File: src/rtl/operand_issue_if.sv
// Token types and the grouped command/token interface for the operand
// issue (transmit) end of the FTk/BTk protocol.
package operand_issue_pkg;
  localparam int WIDTH_DATA = 32;

  typedef struct packed {
    logic                  v;
    logic                  a;
    logic                  r;
    logic                  c;
    logic [WIDTH_DATA-1:0] d;
  } FTk_t;

  typedef struct packed {
    logic n;
    logic t;
    logic v;
    logic c;
  } BTk_t;
endpackage

interface operand_issue_if #(parameter int WIDTH_LEN = 8);
  import operand_issue_pkg::*;

  logic                  I_Start;
  logic [WIDTH_LEN-1:0]  I_Length;
  logic                  I_Cond;
  logic [WIDTH_DATA-1:0] I_Data;
  logic                  I_Data_Valid;
  logic                  O_Data_Ready;
  FTk_t                  O_FTk;
  BTk_t                  I_BTk;
  logic                  O_Busy;
  logic                  O_Done;
  logic                  O_Abort;
  logic                  O_Stall;

  modport master (
    output I_Start, I_Length, I_Cond, I_Data, I_Data_Valid, I_BTk,
    input  O_Data_Ready, O_FTk, O_Busy, O_Done, O_Abort, O_Stall
  );

  modport slave (
    input  I_Start, I_Length, I_Cond, I_Data, I_Data_Valid, I_BTk,
    output O_Data_Ready, O_FTk, O_Busy, O_Done, O_Abort, O_Stall
  );
endinterface

File: src/rtl/operand_issue.sv
// Operand issue: turns a ready/valid word stream into a burst of forward
// tokens, honouring nack, then closes the burst with a release token.
module operand_issue
  import operand_issue_pkg::*;
#(
  parameter int WIDTH_LEN  = 8,
  parameter int HOLD_LIMIT = 16
) (
  input logic             clock,
  input logic             reset,
  operand_issue_if.slave  issue
);

  typedef enum logic [1:0] {IDLE, SEND, RLS, DONE} state_t;

  localparam int STALL_W = $clog2(HOLD_LIMIT + 1);
  localparam logic [STALL_W-1:0]   STALL_MAX = STALL_W'(HOLD_LIMIT);
  localparam logic [WIDTH_LEN-1:0] LEN_ONE   = WIDTH_LEN'(1);

  state_t               state_q, state_d;
  logic [WIDTH_LEN-1:0] count_q, count_d;
  logic [STALL_W-1:0]   stallCnt_q, stallCnt_d;
  FTk_t                 ftk_q, ftk_d;
  logic                 busy_q, busy_d;
  logic                 done_q, done_d;
  logic                 abort_q, abort_d;
  logic                 stall_q, stall_d;

  logic                 accept;
  logic                 load;
  logic [WIDTH_LEN-1:0] wordsLeft;
  logic                 unusedBtkC;

  // The FTk register doubles as the one-entry holding register; wordsLeft
  // counts words still to be pulled from the source.
  always_comb begin
    accept    = (state_q == SEND) && ftk_q.v && !issue.I_BTk.n;
    wordsLeft = count_q - {{(WIDTH_LEN-1){1'b0}}, ftk_q.v};
    load      = (state_q == SEND) && (!ftk_q.v || accept) &&
                issue.I_Data_Valid && (wordsLeft != '0);
  end

  always_comb begin
    state_d    = state_q;
    count_d    = count_q;
    stallCnt_d = stallCnt_q;
    ftk_d      = ftk_q;
    done_d     = 1'b0;
    abort_d    = 1'b0;

    case (state_q)
      IDLE: begin
        if (issue.I_Start) begin
          count_d = issue.I_Length;
          if (issue.I_Length == '0) begin
            state_d = RLS;
            ftk_d   = '0;
            ftk_d.r = 1'b1;
            ftk_d.c = issue.I_Cond;
          end else begin
            state_d = SEND;
          end
        end
      end
      SEND: begin
        if (accept && count_q == LEN_ONE) begin
          state_d    = RLS;
          count_d    = '0;
          stallCnt_d = '0;
          ftk_d      = '0;
          ftk_d.r    = 1'b1;
          ftk_d.c    = issue.I_Cond;
        end else begin
          if (accept) begin
            count_d    = count_q - LEN_ONE;
            stallCnt_d = '0;
            ftk_d.v    = 1'b0;
          end else if (ftk_q.v && issue.I_BTk.n && stallCnt_q < STALL_MAX) begin
            stallCnt_d = stallCnt_q + 1'b1;
          end
          if (load) begin
            ftk_d   = '0;
            ftk_d.v = 1'b1;
            ftk_d.c = issue.I_Cond;
            ftk_d.d = issue.I_Data;
          end
        end
      end
      RLS: begin
        if (issue.I_BTk.v) begin
          state_d = DONE;
          ftk_d   = '0;
          done_d  = 1'b1;
        end
      end
      DONE: state_d = IDLE;
      default: state_d = IDLE;
    endcase

    // Terminate wins over any acceptance or release-ack in the same cycle.
    if (state_q != IDLE && issue.I_BTk.t) begin
      state_d    = IDLE;
      count_d    = '0;
      stallCnt_d = '0;
      ftk_d      = '0;
      done_d     = 1'b0;
      abort_d    = 1'b1;
    end

    busy_d  = (state_d == SEND) || (state_d == RLS);
    stall_d = (stallCnt_d >= STALL_MAX);
  end

  always_ff @(posedge clock) begin
    if (reset) begin
      state_q    <= IDLE;
      count_q    <= '0;
      stallCnt_q <= '0;
      ftk_q      <= '0;
      busy_q     <= 1'b0;
      done_q     <= 1'b0;
      abort_q    <= 1'b0;
      stall_q    <= 1'b0;
    end else begin
      state_q    <= state_d;
      count_q    <= count_d;
      stallCnt_q <= stallCnt_d;
      ftk_q      <= ftk_d;
      busy_q     <= busy_d;
      done_q     <= done_d;
      abort_q    <= abort_d;
      stall_q    <= stall_d;
    end
  end

  assign issue.O_Data_Ready = load;
  assign issue.O_FTk        = ftk_q;
  assign issue.O_Busy       = busy_q;
  assign issue.O_Done       = done_q;
  assign issue.O_Abort      = abort_q;
  assign issue.O_Stall      = stall_q;
  assign unusedBtkC         = issue.I_BTk.c;

endmodule

File: src/flat_wrapper.sv
// flat-port wrapper written by rule: the top's interface ports become plain ports
module operand_issue_flat import operand_issue_pkg::*;
#(
  parameter int WIDTH_LEN  = 8,
  parameter int HOLD_LIMIT = 16
)
  (clock, reset, issue_I_Start, issue_I_Length, issue_I_Cond, issue_I_Data, issue_I_Data_Valid, issue_I_BTk, issue_O_Data_Ready, issue_O_FTk, issue_O_Busy, issue_O_Done, issue_O_Abort, issue_O_Stall);
  operand_issue_if #(.WIDTH_LEN(WIDTH_LEN)) issue_i ();
  input logic clock;
  input logic reset;
  input wire logic [$bits(issue_i.I_Start)-1:0] issue_I_Start;
  input wire logic [$bits(issue_i.I_Length)-1:0] issue_I_Length;
  input wire logic [$bits(issue_i.I_Cond)-1:0] issue_I_Cond;
  input wire logic [$bits(issue_i.I_Data)-1:0] issue_I_Data;
  input wire logic [$bits(issue_i.I_Data_Valid)-1:0] issue_I_Data_Valid;
  input wire logic [$bits(issue_i.I_BTk)-1:0] issue_I_BTk;
  output wire logic [$bits(issue_i.O_Data_Ready)-1:0] issue_O_Data_Ready;
  output wire logic [$bits(issue_i.O_FTk)-1:0] issue_O_FTk;
  output wire logic [$bits(issue_i.O_Busy)-1:0] issue_O_Busy;
  output wire logic [$bits(issue_i.O_Done)-1:0] issue_O_Done;
  output wire logic [$bits(issue_i.O_Abort)-1:0] issue_O_Abort;
  output wire logic [$bits(issue_i.O_Stall)-1:0] issue_O_Stall;
  assign issue_i.I_Start = issue_I_Start;
  assign issue_i.I_Length = issue_I_Length;
  assign issue_i.I_Cond = issue_I_Cond;
  assign issue_i.I_Data = issue_I_Data;
  assign issue_i.I_Data_Valid = issue_I_Data_Valid;
  assign issue_i.I_BTk = issue_I_BTk;
  assign issue_O_Data_Ready = issue_i.O_Data_Ready;
  assign issue_O_FTk = issue_i.O_FTk;
  assign issue_O_Busy = issue_i.O_Busy;
  assign issue_O_Done = issue_i.O_Done;
  assign issue_O_Abort = issue_i.O_Abort;
  assign issue_O_Stall = issue_i.O_Stall;
  operand_issue #(.WIDTH_LEN(WIDTH_LEN), .HOLD_LIMIT(HOLD_LIMIT)) u_core (.clock(clock), .reset(reset), .issue(issue_i));
endmodule
File: config.mk
export PLATFORM = sky130hd
export DESIGN_NAME = operand_issue_flat
export DESIGN_NICKNAME = d
export VERILOG_FILES = /design/src/rtl/operand_issue_if.sv /design/src/rtl/operand_issue.sv /design/src/flat_wrapper.sv
export SDC_FILE = /design/constraint.sdc
export NUM_CORES = 1
export LEC_CHECK = 0
export BUFFER_PORTS_ARGS = -buffer_cell sky130_fd_sc_hd__buf_2
export CAP_MARGIN = 20
export CORE_MARGIN = 2
export CORE_UTILIZATION = 40
export DETAILED_ROUTE_END_ITERATION = 8
export PLACE_DENSITY = 0.7
export SLEW_MARGIN = 20
export SYNTH_ARGS = -nofsm -noshare
export SYNTH_HDL_FRONTEND = slang
export SYNTH_SLANG_ARGS = --single-unit
File: constraint.sdc
create_clock -name clock -period 2.57 [get_ports clock]
set_input_delay 0.1285 -clock clock [delete_from_list [all_inputs] [get_ports clock]]
set_output_delay 0.1285 -clock clock [all_outputs]
set_load 0.02 [all_outputs]
==> impl_results.md, run 1 <==
* Worst-Margin Slew at 0.629 ns
* Number of enable flip-flop cells after synthesis at 0
* Multiplexer area fraction after synthesis at 0.422%
* Final worst-path cycle share at 84.3%
* CTS resizes at 0
* Die width at 81.0 um
* Synth Area in Adders at 4.22%
* Post-Synth Simple-Gate Area at 16.3%
* Pint at 1.22 mW
* Crit path time final at 2.17 ns
* Crit path capture type: flip-flop
* Antenna violations before repair at 0
* Chip height at 81.0 um
* GR Util met2 at 27.9%
* Asr flop ratio synth at 0%
* Final hold vios at 0
* Largest net degree at the start of global routing at 32
* Yosys Warn Count at 0
* CTS sink count at 53
* Number of synthesized register bits at 53
* DP HPWL at 4220 um
* GR met1 Demand/Resource at 22.0%
* # port buffers at 87
* Syn_nets at 294
* Vias in the first global route at 1903
* Share of layout cells above drive strength 1 at 34.5%
* # setup viols final at 0
* Post-CTS Hold Fix Bufs at 0
* # diodes at 0
* Syn_area_per_cell at 10.0 um2
* Hold WS at 0.0316 ns
* CP arrival at 2.42 ns
* IO Pins at 90
* Total of max-cap violations at 0
* Placed Instance Area at 2890 um2
* Iter 0 DRT Violations at 57
* Synth Area in Compound Gates at 27.6%
* CTS tree: built
* Clock-pin slew on the worst setup and hold paths at 0.09 ns
* PwrDens at 595 nW/um2
* Area contributors post-synth: dfxtp_1 (45%), a22o_1 (12%), ha_1 (4.2%)
* Design Area, Final at 2980 um2
* Total track usage at 16.9%
* Starting density of the core at 40.7%
* P_leak at 1.33 nW
* Worst flop-to-flop path startpoint: u_core.state_q[0]$_SDFF_PP0_
* XOR/XNOR Fraction of Synth Area at 1.85%
* Max-slew headroom at 57.6%
* Pre-Repair DR Iteration Count at 4
* Sequential fraction of the synthesis area at 44.8%
* Via density at 5.25
* Comb pwr share at 24.0%
* Post-CTS Setup Inserts at 0
* RSZ-0062 raised after global routing: no
* Clock Latency Late Sink at 0.30 ns
* Sw frac at 31.1%
* Post-synth top area cell: dfxtp_1
* # nets final at 381
* Commonest cells after routing, fill and taps aside: buf_2 (87), dfxtp_1 (53), a22o_1 (33)
* Crit path max fanout at 31
* Core Area at 5820 um2
* R2r setup slk at 0.40 ns
* Post-Syn Instances at 237
* DR DRC count at 0
* Sw Pwr at 0.551 mW
* Gpl congestion at 0.779
* Global-route wire length before repair at 8810 um
* Site row count at 28
* DR vias at 2098
* Setup tns final at 0 ns
* Largest family of logic cells by synthesized area: compound AO/OA/AOI/OAI gates
* Num CTS Buffers at 5
* Most Used Layer, Global Route: met2
* Hold depth at 2
* H-tree depth at 2
* Met3 global-route usage at 4.44%
* Post-synth top flop: dfxtp_1
* Hold path start: issue_I_Data[29]
* Top cell type's share of synthesized area at 44.8%
* Worst hold endpoint: u_core.issue.O_FTk[29]$_SDFFE_PP0P_
* Synth cell types at 53
* Total grt overflow at 0
* Pre-CTS WS at 0.445 ns
* Max VDD drop at 221 uV
* Power share of the clock group at 26.1%
* Worst setup margin at 0.404 ns
* Clock Tree Buf Depth at 2
* Commonest non-fill, non-tap cell in the layout: buf_2
* Crit Path Category: flip-flop to flip-flop
* HP Class: input pin to flip-flop
* Reg2Reg Depth at 7
* Cell area after synthesis at 2370 um2
* Run status: completed
* Post-route ant nets at 0
* Crit path required time at 2.82 ns
* Clk root buf: clkbuf_8
* Max Slew Vio Count at 0
* Final Core Density at 51.2%
* Total die area at 6560 um2
* Critical Path Source Type: flip-flop
* Critical R2R Capture: u_core.issue.O_FTk[7]$_SDFFE_PP0P_
* Reg power frac at 49.9%
* Area grow syn2layout at 25.7%
* Clock Skew at 0.00565 ns
* Achievable Freq at 462 MHz
* WL final at 5670 um
* WL/cell at 14.2 um
## synth_stat cells, types with 5 or more instances
cell / count
ha_1: 8
nor3_1: 5
a21oi_1: 8
o21ai_0: 9
nor2_1: 20
nand2_1: 14
dfxtp_1: 53
a22o_1: 33
nand2b_1: 5
inv_1: 6
## worst max path at each step
| stage | from | end | slack [ns] | cells after the start |
|---|---|---|---|---|
| 6_report | u_core.state_q[0]$_SDFF_PP0_ | u_core.issue.O_FTk[7]$_SDFFE_PP0P_ | 0.40 | 7 |
| 3_3_place_gp | u_core.state_q[0]$_SDFF_PP0_ | u_core.issue.O_FTk[29]$_SDFFE_PP0P_ | 0.46 | 7 |
| 4_1_cts | u_core.state_q[0]$_SDFF_PP0_ | u_core.issue.O_FTk[9]$_SDFFE_PP0P_ | 0.40 | 7 |
| 3_5_place_dp | u_core.state_q[0]$_SDFF_PP0_ | u_core.issue.O_FTk[30]$_SDFFE_PP0P_ | 0.45 | 7 |
| 2_1_floorplan | u_core.state_q[0]$_SDFF_PP0_ | u_core.count_q[5]$_SDFFE_PP0P_ | 0.60 | 8 |
| 5_1_grt | u_core.state_q[0]$_SDFF_PP0_ | u_core.issue.O_FTk[30]$_SDFFE_PP0P_ | 0.24 | 7 |
## cell type report
cell class              count  area (um2)
fillers                   569        2840
multi-input cells         164        1200
flip-flops and latches     53        1060
repair buffers             94         513
well taps                  75        93.8
clock buffers               6        72.6
inverters                   6        22.5
clock inverters             2        15.0
## registers in the layout, summed over array words and instances, names as in the netlist
name / flops
u_core.count_q: 8
u_core.stallCnt_q: 4
u_core.issue.O_Done: 1
u_core.issue.O_Busy: 1
u_core.state_q: 2
u_core.issue.O_Abort: 1
u_core.issue.O_FTk: 35
u_core.issue.O_Stall: 1
## power by group through the flow
| stage | Sequential, mW | Clock, mW | Combinational [mW] |
|---|---|---|---|
| after floorplan | 0.907 | 0 | 0.283 |
| after global placement | 0.903 | 0 | 0.417 |
| after detailed placement | 0.905 | 0 | 0.423 |
| after CTS | 0.885 | 0.477 | 0.426 |
| after global routing | 0.892 | 0.510 | 0.475 |
| final | 0.886 | 0.462 | 0.425 |
## cells by family after synthesis
kind of cell | after synthesis
AOI/OAI and AO/OA | 81
adders and majority gates | 8
buffers and inverters | 20
and+or+nand+nor | 68
DFF | 53
other | 1
muxes | 1
xor gates and xnor gates | 5
## metal layers
| layer | share of wire [%] | wire [um] |
|---|---|---|
| met2 | 45 | 2570 |
| met1 | 45 | 2570 |
| met5 | 0 | 0 |
| met4 | 0.78 | 44 |
| met3 | 8.4 | 479 |
## critical path, stage by stage (launching register included)
cell,delay (ns)
dfxtp_1,0.36
inv_1,0.11
ha_1,0.38
nand2b_1,0.19
nor2b_1,0.41
and4_1,0.31
buf_12,0.19
a22o_1,0.15
## through the flow
step | instances | power [mW]
floorplan | 237 | 1.19
global placement | 392 | 1.32
detailed placement | 392 | 1.33
CTS | 400 | 1.79
global route | 400 | 1.88
finish | 400 | 1.77
(Power assumes the default switching activity.)
==> inputs of run 2 (changes only) <==
Clock period 2.57 ns to 2.09 ns, I/O delays scaled along.
==> impl_results.md, run 2 (synthesis gave the netlist of run 1 again) <==
* Run status: completed (unchanged)
* Setup tns final at 0 ns (unchanged)
* DR top layer: met4 (unchanged)
* Commonest non-fill, non-tap cell in the layout: buf_2 (unchanged)
* PwrDens at 718 nW/um2 (was 595 nW/um2)
* Die width at 81.0 um (unchanged)
* Final worst-path cycle share at 94.8% (was 84.3%)
* Clock Skew at 0.00673 ns (was 0.00565 ns)
* Total grt overflow at 0 (unchanged)
* P_leak at 1.39 nW (was 1.33 nW)
* Crit Path Category: flip-flop to flip-flop (unchanged)
* Starting density of the core at 40.7% (unchanged)
* Placed Instances at 398 (was 392)
* Num CTS Buffers at 5 (unchanged)
* Total track usage at 17.1% (was 16.9%)
* Final hold vios at 0 (unchanged)
* # diodes at 0 (unchanged)
* DP HPWL at 4180 um (was 4220 um)
* Worst setup margin at 0.109 ns (was 0.404 ns)
* Critical R2R Capture: u_core.issue.O_FTk[20]$_SDFFE_PP0P_ (was u_core.issue.O_FTk[7]$_SDFFE_PP0P_)
* Total die area at 6560 um2 (unchanged)
* Worst flop-to-flop path startpoint: u_core.count_q[0]$_SDFFE_PP0P_ (was u_core.state_q[0]$_SDFF_PP0_)
* Max VDD drop at 322 uV (was 221 uV)
* CTS tree: built (unchanged)
* R2r setup slk at 0.11 ns (was 0.40 ns)
* RSZ-0062 raised after global routing: no (unchanged)
* Share of layout cells above drive strength 1 at 36.2% (was 34.5%)
* Crit path time final at 1.98 ns (was 2.17 ns)
* Clk root buf: clkbuf_8 (unchanged)
* Crit path max fanout at 31 (unchanged)
* Area grow syn2layout at 30.7% (was 25.7%)
* # setup viols final at 0 (unchanged)
* Post-route ant nets at 0 (unchanged)
* Reg2Reg Depth at 8 (was 7)
* Gpl congestion at 0.808 (was 0.779)
* Max Slew Vio Count at 0 (unchanged)
* Met3 WL post-DR at 469 um (was 479 um)
* Clock-pin slew on the worst setup and hold paths at 0.10 ns (was 0.09 ns)
* WL/cell at 13.8 um (was 14.2 um)
* Post-CTS Setup Inserts at 0 (unchanged)
* Commonest cells after routing, fill and taps aside: buf_2 (87), dfxtp_1 (52), a22o_1 (33) (was buf_2 (87), dfxtp_1 (53), a22o_1 (33))
* HP Class: input pin to flip-flop (unchanged)
* Worst setup endpoint: u_core.issue.O_FTk[20]$_SDFFE_PP0P_ (was u_core.issue.O_FTk[7]$_SDFFE_PP0P_)
* IO Pins at 90 (unchanged)
* Clock Tree Buf Depth at 2 (unchanged)
* CP arrival at 2.23 ns (was 2.42 ns)
* Metal2 WL at 2460 um (was 2570 um)
* Achievable Freq at 505 MHz (was 462 MHz)
* DR vias at 2171 (was 2098)
* Crit path required time at 2.33 ns (was 2.82 ns)
* Setup crit start: u_core.count_q[0]$_SDFFE_PP0P_ (was u_core.state_q[0]$_SDFF_PP0_)
* # nets final at 393 (was 381)
* Total of max-cap violations at 0 (unchanged)
* H-tree depth at 2 (unchanged)
* Pre-CTS WS at 0.0817 ns (was 0.445 ns)
* Antenna violations before repair at 0 (unchanged)
* Global-route wire length before repair at 8910 um (was 8810 um)
* Via density at 5.27 (was 5.25)
* Critical Path Source Type: flip-flop (unchanged)
* Largest net degree at the start of global routing at 32 (unchanged)
* Core Area at 5820 um2 (unchanged)
* WL met1 at 2700 um (was 2570 um)
* Iter 0 DRT Violations at 87 (was 57)
* DR DRC count at 0 (unchanged)
* Clock Latency Late Sink at 0.30 ns (about the same)
* Post-Layout Cell Count at 412 (was 400)
* Pre-Repair DR Iteration Count at 4 (unchanged)
* Vias in the first global route at 1958 (was 1903)
* Chip height at 81.0 um (unchanged)
* Site row count at 28 (unchanged)
* WL final at 5690 um (was 5670 um)
* Crit path capture type: flip-flop (unchanged)
* Layout fillers at 538 (was 569)
* # port buffers at 87 (unchanged)
* Largest register FFs at 35 (unchanged)
* CTS sink count at 53 (unchanged)
[run 2: worst min path at each step]
stage / start / end / slack, ns / depth (start not counted)
floorplan: reset / u_core.state_q[1]$_SDFF_PP0_ / 0.17 / 1
global placement: issue_I_Data[16] / u_core.issue.O_FTk[16]$_SDFFE_PP0P_ / 0.31 / 2
detailed placement: issue_I_Data[16] / u_core.issue.O_FTk[16]$_SDFFE_PP0P_ / 0.32 / 2
CTS: issue_I_Data[11] / u_core.issue.O_FTk[11]$_SDFFE_PP0P_ / 0.0004 / 2
global route: issue_I_Data[26] / u_core.issue.O_FTk[26]$_SDFFE_PP0P_ / 0.0002 / 2
finish: issue_I_Data[11] / u_core.issue.O_FTk[11]$_SDFFE_PP0P_ / 0.01 / 2
[run 2: what timing repair did]
action / CTS / global route
setup endpoints to repair: 0 / 40
gates resized for setup: 0 / 5
hold buffers: 2 / 4
hold endpoints to repair: 2 / 4
[run 2: routing by layer]
layer,global-route usage [%],vias to the layer above
met4,4.41,0
met5,0,-
met2,28.1,81
met3,4.67,9
li1,-,1084
met1,22.2,997
[run 2: cell type report]
cell class / count / area [um2] / share of cell area [%]
clock buffers: 6 / 72.6 / 2.34
well taps: 75 / 93.8 / 3.03
inverters: 6 / 22.5 / 0.727
flip-flops and latches: 53 / 1060 / 34.3
multi-input cells: 164 / 1210 / 39.2
clock inverters: 2 / 15.0 / 0.485
repair buffers: 106 / 618 / 20.0
[run 2: per-stage QoR]
step	hold slack [ns]	total power, mW	instance area (um2)	util [%]
detailed placement	0.315	1.66	2940	50.5
global route	0.000230	2.37	3100	53.2
global placement	0.315	1.66	2940	50.5
CTS	0.000405	2.24	3040	52.3
floorplan	0.174	1.46	2370	-
finish	0.0128	2.22	3100	53.2
[run 2: power by group]
group / internal [mW] / leakage [nW] / switching, mW
Clock: 0.237 / 0.0374 / 0.327
Combinational: 0.257 / 0.919 / 0.319
Sequential: 1.05 / 0.429 / 0.0384
[run 2: worst max-delay path, cell delays in order (launching register included)]
cell and delay, ns:
dfxtp_2 0.37, inv_1 0.07, ha_1 0.26, nor2b_1 0.13, and4_4 0.19, nor3_1 0.27, and4_1 0.28, buf_12 0.19
a22o_1 0.15
==> inputs of run 3 (changes only) <==
Settings changed: REMOVE_ABC_BUFFERS set to 1.
==> impl_results.md, run 3 (synthesis gave the netlist of run 1 again) <==
* Run status: completed (unchanged)
* Via density at 5.18 (was 5.27)
* # port buffers at 87 (unchanged)
* Largest net degree at the start of global routing at 32 (unchanged)
* Share of layout cells above drive strength 1 at 34.7% (was 36.2%)
* Crit path max fanout at 31 (unchanged)
* # diodes at 0 (unchanged)
* CP arrival at 2.25 ns (was 2.23 ns)
* Crit path capture type: flip-flop (unchanged)
* Starting density of the core at 40.7% (unchanged)
* RSZ-0062 raised after global routing: no (unchanged)
* Clk root buf: clkbuf_8 (unchanged)
* Iter 0 DRT Violations at 109 (was 87)
* Max Slew Vio Count at 0 (unchanged)
* HP Class: input pin to flip-flop (unchanged)
* Worst setup margin at 0.0904 ns (was 0.109 ns)
* Pre-Repair DR Iteration Count at 4 (unchanged)
* Antenna violations before repair at 0 (unchanged)
* Hold WS at 0.00907 ns (was 0.0128 ns)
* Vias in the first global route at 2094 (was 1958)
* Total die area at 6560 um2 (unchanged)
* Setup crit start: u_core.count_q[0]$_SDFFE_PP0P_ (unchanged)
* Crit Path Category: flip-flop to flip-flop (unchanged)
* IO Pins at 90 (unchanged)
* Post-CTS Setup Inserts at 0 (unchanged)
* DR vias at 2210 (was 2171)
* Largest register FFs at 35 (unchanged)
* Max VDD drop at 350 uV (was 322 uV)
* Worst flop-to-flop path startpoint: u_core.count_q[0]$_SDFFE_PP0P_ (unchanged)
* CTS tree: built (unchanged)
* CTS sink count at 53 (unchanged)
* Design Area, Final at 3260 um2 (was 3100 um2)
* Final worst-path cycle share at 95.7% (was 94.8%)
* Total grt overflow at 0 (unchanged)
* Global-route wire length before repair at 9560 um (was 8910 um)
* Site row count at 28 (unchanged)
* Hold path start: issue_I_Data[31] (was issue_I_Data[11])
* # setup viols final at 0 (unchanged)
* PwrDens at 736 nW/um2 (was 718 nW/um2)
* WL final at 6120 um (was 5690 um)
* Critical Path Source Type: flip-flop (unchanged)
* Power, Total at 2.40 mW (was 2.22 mW)
* Setup tns final at 0 ns (unchanged)
* DR DRC count at 0 (unchanged)
* Worst-Margin Slew at 0.540 ns
* Num CTS Buffers at 5 (unchanged)
* Placed Instance Area at 2940 um2 (about the same)
* Final hold vios at 0 (unchanged)
* Crit path time final at 2.00 ns (was 1.98 ns)
* # nets final at 408 (was 393)
* Crit path required time at 2.34 ns (was 2.33 ns)
* Clock Tree Buf Depth at 2 (unchanged)
* Area grow syn2layout at 37.8% (was 30.7%)
* Die width at 81.0 um (unchanged)
* H-tree depth at 2 (unchanged)
* P_leak at 1.47 nW (was 1.39 nW)
* Post-route ant nets at 0 (unchanged)
* Pre-CTS WS at 0.0350 ns (was 0.0817 ns)
* Core Area at 5820 um2 (unchanged)
* DP HPWL at 4320 um (was 4180 um)
* Chip height at 81.0 um (unchanged)
* Total track usage at 18.7% (was 17.1%)
* Achievable Freq at 500 MHz (was 505 MHz)
* Max-slew headroom at 63.6%
* Total of max-cap violations at 0 (unchanged)
* Commonest non-fill, non-tap cell in the layout: buf_2 (unchanged)
* Clock-pin slew on the worst setup and hold paths at 0.10 ns (about the same)
* Clock Latency Late Sink at 0.31 ns (was 0.30 ns)
* Commonest cells after routing, fill and taps aside: buf_2 (87), dfxtp_1 (53), a22o_1 (33) (was buf_2 (87), dfxtp_1 (52), a22o_1 (33))
* Clock Skew at 0.00570 ns (was 0.00673 ns)
* WL/cell at 14.3 um (was 13.8 um)
* Gpl congestion at 0.881 (was 0.808)
* Layout fillers at 575 (was 538)
[run 3: cell count changes in the layout (fill, tap and decap cells not counted), sizes merged]
cell         change
clkinvlp         -2
inv              +1
clkbuf           -1
bufinv           +1
buf              +1
clkinv           +1
dlygate4sd3     +14
[run 3: final timing paths]
path	endpoint	slack, ns	depth (start not counted)
setup / recovery	u_core.issue.O_FTk[6]$_SDFFE_PP0P_	0.09	8
hold / removal	u_core.issue.O_FTk[31]$_SDFFE_PP0P_	0.009	2
setup reg to reg	u_core.issue.O_FTk[6]$_SDFFE_PP0P_	0.09	8
hold reg to reg	u_core.issue.O_FTk[32]$_SDFFE_PP0P_	0.47	2
[run 3: metal layers]
metal / track usage (%) / wire [um] / up-vias
met5: 0 / 0 / -
met4: 7.97 / 125 / 0
met2: 31.4 / 3120 / 52
li1: - / - / 1118
met1: 23.2 / 2640 / 1030
met3: 4.11 / 242 / 10
[run 3: per-stage QoR]
stage | instances | utilization [%]
6_report | 427 | 56.1
3_5_place_dp | 399 | 50.6
5_1_grt | 427 | 56.1
4_1_cts | 427 | 56.0
2_1_floorplan | 223 | -
3_3_place_gp | 399 | 50.6
[run 3: worst max-delay path, stage by stage (launching register included)]
cell     delay, ns
dfxtp_1       0.40
inv_1         0.11
ha_1          0.27
nor2b_1       0.13
and4_4        0.20
nor3_2        0.23
and4_1        0.27
buf_12        0.19
a22o_1        0.16
[run 3: layout make-up]
cell class | count | area [um2] | area share, %
well taps | 75 | 93.8 | 2.87
inverters | 6 | 22.5 | 0.690
clock inverters | 3 | 43.8 | 1.34
multi-input cells | 164 | 1210 | 37.0
repair buffers | 121 | 766 | 23.5
flip-flops and latches | 53 | 1060 | 32.5
clock buffers | 5 | 68.8 | 2.11
[run 3: repair_timing]
action,CTS,global route
hold buffers,20,0
resized for setup,0,2
endpoints found under the hold margin,20,0
endpoints found under the setup margin,0,39
[run 3: where the power goes]
group	switching, mW	internal [mW]
logic	0.331	0.276
registers	0.0369	1.05
clock network	0.352	0.360
